[src/rtl/mem_access_unit_pkg.sv]
// Shared types and constants for the RiSC-16 data-memory access path.
package risc16_mem_pkg;

  localparam int DATA_W = 16;
  localparam int IMM7_W = 7;
  localparam int CNT_W  = 3;

  typedef enum logic [1:0] {
    IDLE,
    STORE,
    LOAD,
    RESP
  } state_e;

  function automatic logic [DATA_W-1:0] sext7(input logic [IMM7_W-1:0] imm);
    return {{(DATA_W-IMM7_W){imm[IMM7_W-1]}}, imm};
  endfunction

endpackage

[src/rtl/mem_access_unit_if.sv]
// Request, data-memory and writeback signals of the memory access unit.
interface mem_access_unit_if #(
  parameter int DATA_W = 16
);

  logic              req_valid;
  logic              req_ready;
  logic              req_is_store;
  logic [DATA_W-1:0] req_base;
  logic [6:0]        req_imm7;
  logic [DATA_W-1:0] req_data;
  logic [2:0]        req_rd;
  logic [DATA_W-1:0] mem_addr;
  logic              mem_sw;
  logic [DATA_W-1:0] mem_wdata;
  logic [DATA_W-1:0] mem_rdata;
  logic              rsp_valid;
  logic              rsp_ready;
  logic [DATA_W-1:0] rsp_data;
  logic [2:0]        rsp_rd;
  logic              busy;

  // master is the access unit itself; slave is the pipeline/memory around it
  modport master (
    input  req_valid, req_is_store, req_base, req_imm7, req_data, req_rd,
    input  mem_rdata, rsp_ready,
    output req_ready, busy, mem_addr, mem_sw, mem_wdata,
    output rsp_valid, rsp_data, rsp_rd
  );

  modport slave (
    output req_valid, req_is_store, req_base, req_imm7, req_data, req_rd,
    output mem_rdata, rsp_ready,
    input  req_ready, busy, mem_addr, mem_sw, mem_wdata,
    input  rsp_valid, rsp_data, rsp_rd
  );

endinterface

[src/rtl/mem_access_unit_agu.sv]
// Address generation: regB plus sign-extended 7-bit offset, wrapping at DATA_W bits.
module risc16_agu #(
  parameter int DATA_W = 16
) (
  input  logic [DATA_W-1:0] base,
  input  logic [6:0]        imm7,
  output logic [DATA_W-1:0] ea
);

  import risc16_mem_pkg::*;

  assign ea = base + {{(DATA_W-IMM7_W){imm7[IMM7_W-1]}}, imm7};

endmodule

[src/rtl/mem_access_unit.sv]
// Initiator side of the RiSC-16 data-memory port: LW/SW sequencing with a
// configurable read latency and a valid/ready load-response channel.
module mem_access_unit #(
  parameter int DATA_W     = risc16_mem_pkg::DATA_W,
  parameter int RD_LATENCY = 1
) (
  input  logic              clk,
  input  logic              rst_n,
  mem_access_unit_if.master bus
);

  import risc16_mem_pkg::*;

  localparam logic [CNT_W-1:0] CNT_INIT = CNT_W'(RD_LATENCY - 1);

  state_e            state_q, state_d;
  logic [DATA_W-1:0] mem_addr_q, mem_addr_d;
  logic [DATA_W-1:0] mem_wdata_q, mem_wdata_d;
  logic [DATA_W-1:0] rsp_data_q, rsp_data_d;
  logic              mem_sw_q, mem_sw_d;
  logic              rsp_valid_q, rsp_valid_d;
  logic [2:0]        rsp_rd_q, rsp_rd_d;
  logic [CNT_W-1:0]  cnt_q, cnt_d;
  logic [DATA_W-1:0] ea;

  risc16_agu #(.DATA_W(DATA_W)) u_agu (
    .base (bus.req_base),
    .imm7 (bus.req_imm7),
    .ea   (ea)
  );

  always_ff @(posedge clk) begin
    if (!rst_n) begin
      state_q     <= IDLE;
      mem_addr_q  <= '0;
      mem_wdata_q <= '0;
      rsp_data_q  <= '0;
      mem_sw_q    <= 1'b0;
      rsp_valid_q <= 1'b0;
      rsp_rd_q    <= '0;
      cnt_q       <= '0;
    end else begin
      state_q     <= state_d;
      mem_addr_q  <= mem_addr_d;
      mem_wdata_q <= mem_wdata_d;
      rsp_data_q  <= rsp_data_d;
      mem_sw_q    <= mem_sw_d;
      rsp_valid_q <= rsp_valid_d;
      rsp_rd_q    <= rsp_rd_d;
      cnt_q       <= cnt_d;
    end
  end

  always_comb begin
    state_d     = state_q;
    mem_addr_d  = mem_addr_q;
    mem_wdata_d = mem_wdata_q;
    rsp_data_d  = rsp_data_q;
    mem_sw_d    = 1'b0;
    rsp_valid_d = rsp_valid_q;
    rsp_rd_d    = rsp_rd_q;
    cnt_d       = cnt_q;

    unique case (state_q)
      IDLE: begin
        if (bus.req_valid) begin
          mem_addr_d  = ea;
          mem_wdata_d = bus.req_data;
          rsp_rd_d    = bus.req_rd;
          if (bus.req_is_store) begin
            mem_sw_d = 1'b1;
            state_d  = STORE;
          end else begin
            cnt_d   = CNT_INIT;
            state_d = LOAD;
          end
        end
      end
      STORE: begin
        state_d = IDLE;
      end
      LOAD: begin
        // rdata is only trusted in the cycle the countdown reaches zero
        if (cnt_q != '0) begin
          cnt_d = cnt_q - 1'b1;
        end else begin
          rsp_data_d  = bus.mem_rdata;
          rsp_valid_d = 1'b1;
          state_d     = RESP;
        end
      end
      RESP: begin
        if (bus.rsp_ready) begin
          rsp_valid_d = 1'b0;
          state_d     = IDLE;
        end
      end
      default: begin
        state_d = IDLE;
      end
    endcase
  end

  assign bus.req_ready = (state_q == IDLE);
  assign bus.busy      = (state_q != IDLE);
  assign bus.mem_addr  = mem_addr_q;
  assign bus.mem_sw    = mem_sw_q;
  assign bus.mem_wdata = mem_wdata_q;
  assign bus.rsp_valid = rsp_valid_q;
  assign bus.rsp_data  = rsp_data_q;
  assign bus.rsp_rd    = rsp_rd_q;

endmodule
[src/flat_wrapper.sv]
// flat-port wrapper written by rule: the top's interface ports become plain ports
module mem_access_unit_flat import risc16_mem_pkg::*;
#(
  parameter int DATA_W     = risc16_mem_pkg::DATA_W,
  parameter int RD_LATENCY = 1
)
  (clk, rst_n, bus_req_valid, bus_req_is_store, bus_req_base, bus_req_imm7, bus_req_data, bus_req_rd, bus_mem_rdata, bus_rsp_ready, bus_req_ready, bus_busy, bus_mem_addr, bus_mem_sw, bus_mem_wdata, bus_rsp_valid, bus_rsp_data, bus_rsp_rd);
  mem_access_unit_if #(.DATA_W(DATA_W)) bus_i ();
  input  logic clk;
  input  logic rst_n;
  input wire logic [$bits(bus_i.req_valid)-1:0] bus_req_valid;
  input wire logic [$bits(bus_i.req_is_store)-1:0] bus_req_is_store;
  input wire logic [$bits(bus_i.req_base)-1:0] bus_req_base;
  input wire logic [$bits(bus_i.req_imm7)-1:0] bus_req_imm7;
  input wire logic [$bits(bus_i.req_data)-1:0] bus_req_data;
  input wire logic [$bits(bus_i.req_rd)-1:0] bus_req_rd;
  input wire logic [$bits(bus_i.mem_rdata)-1:0] bus_mem_rdata;
  input wire logic [$bits(bus_i.rsp_ready)-1:0] bus_rsp_ready;
  output wire logic [$bits(bus_i.req_ready)-1:0] bus_req_ready;
  output wire logic [$bits(bus_i.busy)-1:0] bus_busy;
  output wire logic [$bits(bus_i.mem_addr)-1:0] bus_mem_addr;
  output wire logic [$bits(bus_i.mem_sw)-1:0] bus_mem_sw;
  output wire logic [$bits(bus_i.mem_wdata)-1:0] bus_mem_wdata;
  output wire logic [$bits(bus_i.rsp_valid)-1:0] bus_rsp_valid;
  output wire logic [$bits(bus_i.rsp_data)-1:0] bus_rsp_data;
  output wire logic [$bits(bus_i.rsp_rd)-1:0] bus_rsp_rd;
  assign bus_i.req_valid = bus_req_valid;
  assign bus_i.req_is_store = bus_req_is_store;
  assign bus_i.req_base = bus_req_base;
  assign bus_i.req_imm7 = bus_req_imm7;
  assign bus_i.req_data = bus_req_data;
  assign bus_i.req_rd = bus_req_rd;
  assign bus_i.mem_rdata = bus_mem_rdata;
  assign bus_i.rsp_ready = bus_rsp_ready;
  assign bus_req_ready = bus_i.req_ready;
  assign bus_busy = bus_i.busy;
  assign bus_mem_addr = bus_i.mem_addr;
  assign bus_mem_sw = bus_i.mem_sw;
  assign bus_mem_wdata = bus_i.mem_wdata;
  assign bus_rsp_valid = bus_i.rsp_valid;
  assign bus_rsp_data = bus_i.rsp_data;
  assign bus_rsp_rd = bus_i.rsp_rd;
  mem_access_unit #(.DATA_W(DATA_W), .RD_LATENCY(RD_LATENCY)) u_core (.clk(clk), .rst_n(rst_n), .bus(bus_i));
endmodule
[config.mk]
export PLATFORM = sky130hd
export DESIGN_NAME = mem_access_unit_flat
export DESIGN_NICKNAME = d
export VERILOG_FILES = /design/src/rtl/mem_access_unit_pkg.sv /design/src/rtl/mem_access_unit_if.sv /design/src/rtl/mem_access_unit_agu.sv /design/src/rtl/mem_access_unit.sv /design/src/flat_wrapper.sv
export SDC_FILE = /design/constraint.sdc
export NUM_CORES = 1
export LEC_CHECK = 0
export ABC_AREA = 1
export CORE_MARGIN = 2
export CORE_UTILIZATION = 48
export CTS_CLUSTER_SIZE = 30
export DETAILED_ROUTE_END_ITERATION = 8
export PLACE_DENSITY = 0.85
export SKIP_LAST_GASP = 1
export SYNTH_ARGS = -nofsm -noshare
export SYNTH_HDL_FRONTEND = slang
export SYNTH_HIERARCHICAL = 1
export SYNTH_SLANG_ARGS = --single-unit
[constraint.sdc]
create_clock -name clk -period 2.7 [get_ports clk]
set_clock_uncertainty 0.1 [all_clocks]
set_input_delay 0.54 -clock clk [delete_from_list [all_inputs] [get_ports clk]]
set_output_delay 0.54 -clock clk [all_outputs]
set_load 0.02 [all_outputs]
==> flow_metrics.tcl, run 1 <==
set metrics [dict create \
    yosysTopAreaCell "dfxtp_1" \
    final_antenna_net_count 0 \
    drt-initial-drc-count 143 \
    ys_seq_elements 58 \
    die_w_um 86.1 \
    yosys.cell_types.count 31 \
    post-route-util 0.719 \
    synthesis.instances 452 \
    cp.required_ns 2.06 \
    hold_viol 0 \
    ctsResizeCount 0 \
    status "finished clean" \
    drive_gt1_frac 0.124 \
    fillerInstances 530 \
    synth_ff_type "dfxtp_1" \
    numCtsBuffers 9 \
    met1_length_mm 3.36 \
    clock_latency_ns 0.32 \
    tns_ns 0 \
    peakVddDrop_mv 0.503 \
    die_area_mm2 0.00741 \
    ys_top_cells_by_area "dfxtp_1 36%, nand2_1 11%, ha_1 6.6%, nor2_1 6.4%, nor2_2 5.6%" \
    fin_crit_sh 0.866 \
    place_hpwl_mm 6.24 \
    fmax_ghz 0.428 \
    io-pin-count 118 \
    rsz0062_at_grt "no" \
    worstHoldPathType "reg -> reg" \
    port_buffers 117 \
    p_total_mw 2.86 \
    grt_start_max_net_pins 37 \
    yosysSeqAreaShare 0.359 \
    die_h_um 86.1 \
    synth_edf_count 0 \
    grt_pass1_wl_mm 13.3 \
    drcViolationCount 0 \
    htreeDepth 3 \
    multiInputGateArea_mm2 0.00175 \
    max_cap_violations 0 \
    clk_pin_slew_ns 0.07 \
    hold_buffers 0 \
    diodes 0 \
    syn_nets 533 \
    powerDensity_mw_per_mm2 619 \
    cp-start-kind "flop" \
    synth_common_cells "98 x nand2_1, 58 x dfxtp_1, 55 x nor2_1" \
    p_leak_nw 2.06 \
    drv_slew 0 \
    start_util 0.504 \
    area_growth_pct 42.8 \
    grt_usage 0.224 \
    antenna_found_initial 0 \
    wl_met2_mm 4.10 \
    arrival_ns 1.70 \
    via_per_inst 5.01 \
    grt_pass1_vias 3006 \
    routedWlPerCell_um 12.7 \
    period_needed_ns 2.34 \
    cts.path.max_buffers 2 \
    gr-total-overflow 0 \
    synth_most_common_cell "nand2_1" \
    core-area_mm2 0.00642 \
    synth_top_area_frac 0.359 \
    cts.sinks 58 \
    relSlewSlack 0.567 \
    synth_warnings 6 \
    cp_max_fo 8 \
    postSynth.asyncResetShare 0 \
    drtPass1Iterations 4 \
    worst_pin_slew_ns 0.649 \
    final_nets 648 \
    seqCellArea_mm2 0.00116 \
    wl_mm 8.24 \
    cts_tree "yes" \
    root_buffer "clkbuf_8" \
    wl_met3_um 640 \
    top_layer_used "met4" \
    gp_congestion 0.876 \
    critPathCaptureType "primary output" \
    rows 29 \
    cts_setup_buffers 0 \
    setup_viol 0 \
    vias 3254 \
    syn_area_mm2 0.00323 \
    syn_area_per_cell_um2 7.16 \
    path_class "reg -> out" \
]
-- flip-flops by register name, summed over array words and instances (netlist names) --
register and flops:
u_core/state_q 2, u_core/bus.mem_addr 16, u_core/bus.mem_wdata 16, u_core/bus.mem_sw 1, u_core/bus.rsp_rd 3, u_core/bus.rsp_valid 1, u_core/cnt_q 3, u_core/bus.rsp_data 16
-- layout by cell type (no fill, tap or decap), types with 3 or more instances in the layout --
master	count
xor2_1	6
nand2_2	8
nand2_1	98
o21ai_0	31
inv_2	3
dfxtp_1	58
nor2_2	29
a21oi_1	29
clkdlybuf4s50_1	117
nor3_2	3
nor2_1	55
ha_1	17
o21ai_1	5
buf_4	4
nand3_1	31
inv_1	43
clkbuf_8	10
-- stage by stage --
stage | hold WS [ns] | cells | worst slack [ns] | instance area (um2)
3_5_place_dp | 0.353 | 633 | 0.0397 | 4400
3_3_place_gp | 0.347 | 633 | 0.0691 | 4400
4_1_cts | 0.363 | 649 | 0.338 | 4620
6_report | 0.361 | 649 | 0.361 | 4620
2_1_floorplan | 0.334 | 452 | 0.714 | 3230
5_1_grt | 0.377 | 649 | 0.190 | 4620
-- cell type report --
cell class              count  share of cell area
multi-input cells         329               0.380
repair buffers            121               0.260
flip-flops and latches     58               0.251
inverters                  48              0.0406
clock buffers              11              0.0306
well taps                  77              0.0209
clock inverters             5              0.0168
-- worst paths after layout --
kind,startpoint,end,slack (ns),cells after the start
setup / recovery,u_core/state_q[0]$_SDFFE_PN0P_,bus_busy,0.36,3
hold / removal,u_core/bus.rsp_data[11]$_SDFFE_PN0P_,u_core/bus.rsp_data[11]$_SDFFE_PN0P_,0.36,2
setup reg to reg,u_core/cnt_q[0]$_SDFFE_PN0P_,u_core/cnt_q[2]$_SDFFE_PN0P_,0.99,7
hold reg to reg,u_core/bus.rsp_data[11]$_SDFFE_PN0P_,u_core/bus.rsp_data[11]$_SDFFE_PN0P_,0.36,2
-- power breakdown --
group	switching, mW	internal, mW	total [mW]
sequential	0.0587	0.958	1.02
clock	0.335	0.542	0.876
combinational	0.544	0.422	0.966
total	0.937	1.92	2.86
-- critical path, stage by stage (launching register included) --
cell             delay [ns]
dfxtp_1                0.59
nor2_4                 0.08
inv_4                  0.10
clkdlybuf4s50_1        0.60
-- metal layers --
metal / vias to the layer above / global-route usage
met3: 15 / 0.0866
met2: 106 / 0.381
met5: - / 0
li1: 1665 / -
met4: 0 / 0.0664
met1: 1468 / 0.260
-- cell families after synthesis --
group | synth area share
fa+ha+maj | 0.0720
simple gates | 0.342
flops | 0.359
buf+inv | 0.0990
compound gates | 0.106
xor+xnor | 0.0217
No activity file was read; power rests on OpenSTA's default activity.
==> run 2: changes to the inputs <==
- CORE_MARGIN: 2 -> 5
==> flow_metrics.tcl, run 2 (synthesis results as in run 1) <==
set metrics [dict create \
    setup_viol 0 \
    final_antenna_net_count 0 \
    rsz0062_at_grt "no" \
    fin_crit_sh 0.883 \
    fin_cells 649 \
    final_nets 646 \
    drive_gt1_frac 0.121 \
    grt_start_max_net_pins 37 \
    crit_path_top_delay_cell "clkdlybuf4s50_1" \
    critPathCaptureType "primary output" \
    gr-total-overflow 0 \
    drtPass1Iterations 5 \
    tns_ns 0 \
    drcViolationCount 0 \
    area_growth_pct 42.7 \
    cts.sinks 58 \
    cp-start-kind "flop" \
    worstHoldPathCells 2 \
    antenna_found_initial 0 \
    vias 3200 \
    grt_pass1_wl_mm 14.3 \
    arrival_ns 1.74 \
    hold_viol 0 \
    mostFrequentLayoutCell "clkdlybuf4s50_1" \
    cp_slowest_stage_delay_ns 0.62 \
    p_leak_nw 2.04 \
    relSlewSlack 0.508 \
    root_buffer "clkbuf_8" \
    rows 30 \
    core-area_mm2 0.00668 \
    die_area_mm2 0.00848 \
    drt-initial-drc-count 116 \
    status "finished clean" \
    via_per_inst 4.93 \
    clock_latency_ns 0.32 \
    path_class "reg -> out" \
    path_buf_inv 2 \
    worst_pin_slew_ns 0.738 \
    cp_max_fo 8 \
    diodes 0 \
    wl_mm 8.52 \
    die_h_um 92.1 \
    cts_setup_buffers 0 \
    final_cell_mix "117 x clkdlybuf4s50_1, 98 x nand2_1, 58 x dfxtp_1" \
    hold_buffers 0 \
    port_buffers 117 \
    grt_usage 0.205 \
    ctsResizeCount 0 \
    numCtsBuffers 9 \
    clk_pin_slew_ns 0.06 \
    grt_pass1_vias 3100 \
    cp.required_ns 2.06 \
    period_needed_ns 2.38 \
    max_cap_violations 0 \
    r2r_cells 8 \
    htreeDepth 3 \
    die_w_um 92.1 \
    place_hpwl_mm 6.54 \
    dp_cells 634 \
    crit_chain "nor2_4 > inv_4 > clkdlybuf4s50_1" \
    worstHoldPathType "reg -> reg" \
    cts.path.max_buffers 2 \
    start_util 0.484 \
    drv_slew 0 \
    path_depth 3 \
    peakVddDrop_mv 0.272 \
    powerDensity_mw_per_mm2 623 \
    io-pin-count 118 \
    crit_family "buffers and inverters" \
    routedWlPerCell_um 13.1 \
    cts_tree "yes" \
    fmax_ghz 0.419 \
    gp_congestion 1.01 \
]
==> run 2: final timing paths <==
path	startpoint	to	slack (ns)
min reg2reg	u_core/bus.rsp_data[1]$_SDFFE_PN0P_	u_core/bus.rsp_data[1]$_SDFFE_PN0P_	0.36
max	u_core/state_q[0]$_SDFFE_PN0P_	bus_busy	0.32
max reg2reg	u_core/cnt_q[0]$_SDFFE_PN0P_	u_core/bus.rsp_valid$_SDFFE_PN0P_	0.71
min	u_core/bus.rsp_data[1]$_SDFFE_PN0P_	u_core/bus.rsp_data[1]$_SDFFE_PN0P_	0.36
==> run 2: tightest hold or removal path, stage by stage, from the launching register on <==
cell     delay [ns]
dfxtp_1        0.31
nand2_1        0.06
a21oi_1        0.05
==> run 2: report_power, final <==
part | switching [mW] | leakage (nW) | internal (mW)
logic | 0.547 | 1.46 | 0.417
clock network | 0.329 | 0.108 | 0.565
registers | 0.0591 | 0.477 | 0.958
total | 0.935 | 2.04 | 1.94
==> run 2: area by class of cell <==
cell class | instances | area [um2]
inverter | 48 | 188
tap | 80 | 100
timing repair buffer | 119 | 1190
sequential | 58 | 1160
fill | 570 | 2070
clock inverter | 4 | 75.1
multi-input combinational | 329 | 1750
clock buffer | 11 | 151
==> run 2: metrics by stage <==
step / hold slack (ns) / area [um2] / total power [mW] / util / setup slack, ns
floorplan: 0.334 / 3230 / 1.63 / - / 0.714
global placement: 0.347 / 4390 / 1.98 / 0.657 / 0.0620
detailed placement: 0.354 / 4390 / 2.00 / 0.657 / 0.0118
CTS: 0.364 / 4610 / 2.90 / 0.691 / 0.305
global route: 0.379 / 4610 / 3.05 / 0.691 / 0.169
finish: 0.364 / 4610 / 2.88 / 0.691 / 0.316
==> run 2: layer usage <==
metal | part of all wire | track usage
met1 | 0.44 | 0.249
met2 | 0.47 | 0.342
met3 | 0.070 | 0.0623
met4 | 0.020 | 0.0743
met5 | 0 | 0
